### config.mk
export PLATFORM = sky130hd
export DESIGN_NAME = led_gpio_ctrl
export DESIGN_NICKNAME = d
export VERILOG_FILES = /design/src/rtl/led_gpio_ctrl.sv
export SDC_FILE = /design/constraint.sdc
export NUM_CORES = 1
export LEC_CHECK = 0
export ABC_AREA = 1
export CAP_MARGIN = 0
export CORE_AREA = 2 2 97 99
export DETAILED_ROUTE_END_ITERATION = 10
export DIE_AREA = 0 0 99 101
export GPL_TIMING_DRIVEN = 0
export PLACE_DENSITY = 0.78
export SYNTH_ARGS = -nofsm -noshare
export SYNTH_HDL_FRONTEND = slang
export SYNTH_SLANG_ARGS = --single-unit
### constraint.sdc
create_clock -name clk_sys -period 2.2 [get_ports clk_sys]
set_input_delay 0.44 -clock clk_sys [delete_from_list [all_inputs] [get_ports clk_sys]]
set_output_delay 0.44 -clock clk_sys [all_outputs]
set_load 0.03 [all_outputs]
### src/rtl/led_gpio_ctrl.sv
// LED/GPIO output controller on the Ibex data bus.
// Word registers (byte offset): 0x00 OUT, 0x04 SET, 0x08 CLR, 0x0C TGL,
// 0x10 BLINK_EN, 0x14 BLINK_DIV, 0x18 ID (read-only), 0x1C unmapped (error).
// Blinking LEDs are gated by a phase bit. The phase toggles every BLINK_DIV+1
// cycles. When BLINK_DIV is 0 the phase is held at 1, so blinking LEDs stay on.
//
// Ports:
//   clk_sys, rst_sys_n : clock, asynchronous active-low reset
//   req_i, gnt_o       : request and grant (grant is combinational, always given)
//   we_i, be_i         : write enable and byte enables
//   addr_i, wdata_i    : byte address (only [4:2] decoded) and write data
//   rvalid_o           : one-cycle response pulse per accepted request
//   rdata_o, err_o     : response data and error, zero unless rvalid_o is high
//   led_o              : registered LED drive
module led_gpio_ctrl #(
    parameter int unsigned NumLeds  = 4,
    parameter int unsigned DivWidth = 24
) (
    input  logic                clk_sys,
    input  logic                rst_sys_n,
    input  logic                req_i,
    output logic                gnt_o,
    input  logic                we_i,
    input  logic [3:0]          be_i,
    input  logic [31:0]         addr_i,
    input  logic [31:0]         wdata_i,
    output logic                rvalid_o,
    output logic [31:0]         rdata_o,
    output logic                err_o,
    output logic [NumLeds-1:0]  led_o
);

    localparam logic [2:0]  OffOut   = 3'd0;
    localparam logic [2:0]  OffSet   = 3'd1;
    localparam logic [2:0]  OffClr   = 3'd2;
    localparam logic [2:0]  OffTgl   = 3'd3;
    localparam logic [2:0]  OffBlink = 3'd4;
    localparam logic [2:0]  OffDiv   = 3'd5;
    localparam logic [2:0]  OffId    = 3'd6;
    localparam logic [2:0]  OffRsvd  = 3'd7;
    localparam logic [31:0] IdValue  = {16'h1ED0, 8'h00, 8'(NumLeds)};

    logic [NumLeds-1:0]  out_q, out_d, blink_q, blink_d;
    logic [DivWidth-1:0] div_q, div_d, cnt_q, cnt_d;
    logic                phase_q, phase_d;
    logic [31:0]         bmask, wdata_m, rdata_d;
    logic [2:0]          off;
    logic                wr_en, rd_en, acc_err, div_wr;
    logic                unused_bits;

    assign gnt_o   = req_i;
    assign off     = addr_i[4:2];
    assign bmask   = {{8{be_i[3]}}, {8{be_i[2]}}, {8{be_i[1]}}, {8{be_i[0]}}};
    assign wdata_m = wdata_i & bmask;
    assign acc_err = req_i & ((off == OffRsvd) | ((off == OffId) & we_i));
    assign wr_en   = req_i & we_i & ~acc_err;
    assign rd_en   = req_i & ~we_i & ~acc_err;
    assign div_wr  = wr_en & (off == OffDiv) & (|be_i);

    // Address bits outside [4:2] and write data above the register widths are ignored.
    assign unused_bits = ^{addr_i[31:5], addr_i[1:0], wdata_m};

    // Register write decode; disabled bytes keep old bits on OUT/BLINK_EN/BLINK_DIV.
    always_comb begin
        out_d   = out_q;
        blink_d = blink_q;
        div_d   = div_q;
        if (wr_en) begin
            case (off)
                OffOut:   out_d   = (out_q & ~bmask[NumLeds-1:0]) | wdata_m[NumLeds-1:0];
                OffSet:   out_d   = out_q | wdata_m[NumLeds-1:0];
                OffClr:   out_d   = out_q & ~wdata_m[NumLeds-1:0];
                OffTgl:   out_d   = out_q ^ wdata_m[NumLeds-1:0];
                OffBlink: blink_d = (blink_q & ~bmask[NumLeds-1:0]) | wdata_m[NumLeds-1:0];
                OffDiv:   div_d   = (div_q & ~bmask[DivWidth-1:0]) | wdata_m[DivWidth-1:0];
                default:  ;
            endcase
        end
    end

    // Read mux; writes and errored accesses return zero.
    always_comb begin
        rdata_d = 32'd0;
        if (rd_en) begin
            case (off)
                OffOut:   rdata_d = 32'(out_q);
                OffBlink: rdata_d = 32'(blink_q);
                OffDiv:   rdata_d = 32'(div_q);
                OffId:    rdata_d = IdValue;
                default:  rdata_d = 32'd0;
            endcase
        end
    end

    // Blink prescaler; a BLINK_DIV write restarts the count so a smaller divisor
    // never has to wait for a full counter wrap.
    always_comb begin
        cnt_d   = cnt_q;
        phase_d = phase_q;
        if (div_wr) begin
            cnt_d = '0;
        end else if (div_q == '0) begin
            cnt_d   = '0;
            phase_d = 1'b1;
        end else if (cnt_q == div_q) begin
            cnt_d   = '0;
            phase_d = ~phase_q;
        end else begin
            cnt_d = cnt_q + DivWidth'(1);
        end
    end

    // State and registered outputs.
    always_ff @(posedge clk_sys or negedge rst_sys_n) begin
        if (!rst_sys_n) begin
            out_q    <= '0;
            blink_q  <= '0;
            div_q    <= '0;
            cnt_q    <= '0;
            phase_q  <= 1'b1;
            led_o    <= '0;
            rvalid_o <= 1'b0;
            rdata_o  <= 32'd0;
            err_o    <= 1'b0;
        end else begin
            out_q    <= out_d;
            blink_q  <= blink_d;
            div_q    <= div_d;
            cnt_q    <= cnt_d;
            phase_q  <= phase_d;
            led_o    <= out_q & (~blink_q | {NumLeds{phase_q}});
            rvalid_o <= req_i;
            rdata_o  <= rdata_d;
            err_o    <= acc_err;
        end
    end

endmodule

# Word level (Yosys, flattened, before mapping)
# Cells that the tools add are included.
[classes]
n_eq_ne = 8
addsub = 1
reduce_logical = 9
bitwise = 29
n_mux = 8
[ops]
columns = ["cell", "count"]
rows = [
  ["$pmux W29 S4", 1],
  ["$mux W24", 3],
  ["$and A24 B24 Y24", 2],
  ["$mux W29", 1],
  ["$add A24 B1 Y24 const B", 1],
  ["$eq A24 B24 Y1", 1],
  ["$logic_not A24 Y1", 1],
  ["$not A24 Y24", 1],
  ["$or A24 B24 Y24", 1],
  ["$and A4 B4 Y4", 4],
  ["$or A4 B4 Y4", 4],
  ["$pmux W4 S4", 1],
  ["$eq A3 B3 Y1 const B", 4],
  ["$not A4 Y4", 3],
  ["$and A1 B1 Y1", 8],
  ["$reduce_and A2 Y1", 4],
  ["$eq A3 B2 Y1 const B", 2],
  ["$not A1 Y1", 4],
  ["$reduce_bool A4 Y1", 1],
  ["$reduce_or A4 Y1", 1],
  ["$xor A4 B4 Y4", 1],
  ["$eq A3 B1 Y1 const B", 1],
  ["$logic_not A3 Y1", 1],
  ["$mux W1", 2],
  ["2 further kinds", 2],
]
[word_totals]
elab_cells = 64
out_inout_bits = 39
in_bits = 72
reg_bits = 95

# Depth between registers and ports, before layout
[depth]
ltp_word = 10
depth_mapped = 12
mapped_depth_nobuf = 11

# Worst setup path after synthesis
# No wires, ideal clock.
[synth_path]
path_kind = "flip-flop to flip-flop"
start = "register cnt_q[0]"
end = "register cnt_q[20]"
setup_ns = 0.120
arrival_time_ns = 1.369
t_required_ns = 2.080
synth_period_minus_slack_ns = 1.489
n_path_buf = 0
setup_slack_ns = 0.711
stages_incl_launch_ff = 10
path_cell_list = "dfrtp_1 ha_1 nand3_1 nor2_2 inv_1 nor2_2 nand2_1 nor2_1 xor2_1 nor2_1"
[synth_between]
elab_chain_len = 4
elab_cells_between_ends = 5
classes_between = "add/sub (1); eq/ne (1); mux (3)"
[synth_rtl]
columns = ["element", "line", "rtl"]
rows = [
  ["start, declared", "44", "logic [DivWidth-1:0] div_q, div_d, cnt_q, cnt_d;"],
  ["start signal, assigned", "129", "cnt_q <= cnt_d;"],
  ["$add A24 B1 Y24 / $eq A24 B24 Y1 (equally long branches)", "109, 105", ""],
  ["$mux W24 (*)", "105", "end else if (cnt_q == div_q) begin"],
  ["$mux W24 (*)", "102", "end else if (div_q == '0) begin"],
  ["$mux W24 (*)", "100", "if (div_wr) begin"],
  ["via cnt_d[20]", "44", ""],
]
# The timed path passes the listed nets; every way through them passes the cells marked *.
# A chain may end at the register's enable or synchronous reset.

# Worst setup path after layout
[layout_path]
start = "input port req_i"
end = "output port gnt_o"
[layout_lines]
columns = ["element", "line", "rtl"]
rows = [
  ["start, declared", "21", "input logic req_i,"],
  ["end, declared", "22", "output logic gnt_o,"],
]
# No word-level cell between the ends.

==> run metrics <==
diodes inserted 0; r2r endpoint cnt_q[20]; # nets final slightly below 700; wire length of the first global-routing pass roughly 17000 um; Slew headroom 59.26%; Mapped Cells 536; Die Span Y 101 um; CTS Buffer Depth 2; Post-DP Area 5192 um2; Worst Reg-to-Reg Cells 9; number of routed nets with antenna violations 0; Post-Route M1 WL 4537 um; Critical Path RT 1.76 ns; Mean Syn Cell Area slightly above 8 um2; R2R setup slack 0.39 ns; most frequent cells in the layout 136 x nand2_1, 87 x dfrtp_1, 73 x inv_1; Detailed Place HPWL 7619 um; initial cell density of the core between 40% and 50%; worst-margin pin slew 0.6111 ns; Hold Vio Cnt, Final 0; final setup fails 0; core area 8977 um2; CTS clk-pin slew, worst paths about 0.080 ns; share of cells above drive strength 1 about 8.7%; num ports 111; share of the synthesized area in the top cell type 50.20%; final instance area 5423 um2; minimum clock period 2.006 ns; final max-slew violation count 0; peak supply drop 378.1 uV; port bufs between 60 and 70; GRT Total Usage 20.88%; Max Used Layer met4; kind of critical path primary input to primary output; grt ovf 0; average wire per standard cell between 10 and 15 um; Chip Width slightly below 100 um; crit start category primary input; antenna violations before repair 0; count of unique library cells instantiated by Yosys 33; top post-synthesis cells by area dfrtp_1 50%, nand2_1 12%, inv_1 6.3%, nor2_1 5.5%, a21oi_1 3.2%; TritonCTS buffer count 9; CTS tree yes; Worst EP arrival roughly 1.6 ns; largest net degree at the start of global routing 57; period utilization slightly above 90%; most common cell after layout, fill and taps aside nand2_1; via count 3730; row count 35; Post-Syn Area 4337 um2; clock tree sinks 88; P&R area growth vs syn 25.04%; Clock Latency Late Sink 0.36 ns; drt drc 0; total power approximately 0.0042 W; Final TNS setup 0 ns; Min-Delay Path Class primary input to async pin; area leader, netlist dfrtp_1; post-route setup slack 0.1943 ns; worst reg2reg path startpoint cnt_q[0]; power per cell area slightly below 800 nW/um2; vias in the first global route around 3500; Yosys reg bits between 80 and 90; FMAX between 400 and 500 MHz; die area 9999 um2; Initial DRC Count 177; RePlAce Congestion around 0.91; Worst setup EP type primary output; Root Buffer clkbuf_8; Ys Warns 0; pre-CTS WS -0.07307 ns; RSZ-0062 raised after global routing false; Via density between 5 and 6; routed wire length 9910 um; leakage 2.602 nW; Max Cap Viol 0; met3 WL 443 um; post-synthesis sequential area ratio 50.81%; Initial DRT Pass Iterations 4; clk_skew 0.009732 ns; Max FO, Critical Path 5; status complete, no violations; Met2 Wirelength roughly 4700 um; H-tree depth 3
==> metal layers <==
layer  up-vias  global-route usage, %
met3        17                  2.288
met5         -                      0
met4         0                  8.325
li1       1853                      -
met1      1761                  28.81
met2        99                  34.04
==> metrics by stage <==
stage,cells,hold slack (ns),utilization (%)
2_1_floorplan,539,0.1444,-
3_3_place_gp,718,0.4601,57.56
3_5_place_dp,719,0.4206,57.84
4_1_cts,735,0.03071,60.40
5_1_grt,735,0.04876,60.40
6_report,735,0.02318,60.40
==> kinds of logic (layout without fill, tap and decap cells) <==
family / Yosys count / count (layout) / share of synthesized area, %
and+or+nand+nor: 269 / 269 / 26.63
adders and majority gates: 5 / 5 / 1.443
AOI/OAI and AO/OA: 60 / 60 / 8.252
other: 1 / 4 / 0.08647
xor gates and xnor gates: 15 / 15 / 3.030
DFF: 88 / 88 / 50.81
buffers and inverters: 98 / 183 / 9.752
==> area by class of cell <==
type,count,area [um2]
timing repair buffer,69,704.4
clock inverter,4,76.32
inverter,80,300.3
fill,791,3555
buffer,18,122.6
sequential,88,2203
clock buffer,12,155.1
tap,111,138.9
multi-input combinational,353,1722
==> worst max path at each step <==
stage / from / to / slack [ns] / cells after the start
2_1_floorplan: cnt_q[0] / cnt_q[20] / 0.71 / 9
3_3_place_gp: rst_sys_n / rdata_o[15] / -2.37 / 1
3_5_place_dp: req_i / gnt_o / -0.07 / 3
4_1_cts: req_i / gnt_o / 0.19 / 3
5_1_grt: req_i / gnt_o / 0.15 / 3
6_report: req_i / gnt_o / 0.19 / 3
==> cell usage after synthesis <==
cell type	number
nand2_1	136
dfrtp_1	87
inv_1	73
nor2_1	64
a21oi_1	28
nor3_1	25
nand3_1	17
o21ai_0	17
xor2_1	14
buf_4	10
nand4_1	10
inv_2	7
o221ai_1	6
o22ai_1	6
ha_1	5
nor2_2	5
clkbuf_1	4
nand2_2	4
buf_2	2
buf_6	2
nor4_1	2
a211oi_1	1
conb_1	1
dfstp_2	1
nand2_4	1
nand3_2	1
nand3b_1	1
nor2_4	1
nor3_4	1
o31ai_1	1
o41ai_4	1
or2_2	1
xnor2_1	1
==> power breakdown <==
| group | switching, W | internal (W) |
|---|---|---|
| Sequential | 0.000156 | 0.00183 |
| Combinational | 0.000580 | 0.000363 |
| Clock | 0.000562 | 0.000704 |
| Total | 0.00130 | 0.00290 |
==> worst max-delay path: stages <==
cell,delay (ns)
clkdlybuf4s50_1,0.59
buf_4,0.15
dlygate4sd2_1,0.39
==> what timing repair did <==
action | CTS | global route
endpoints found under the setup margin | 1 | 0
gates resized for setup | 1 | 0
setup buffers | 0 | 0
hold buffers | 0 | 0
(Power assumes the default switching activity.)
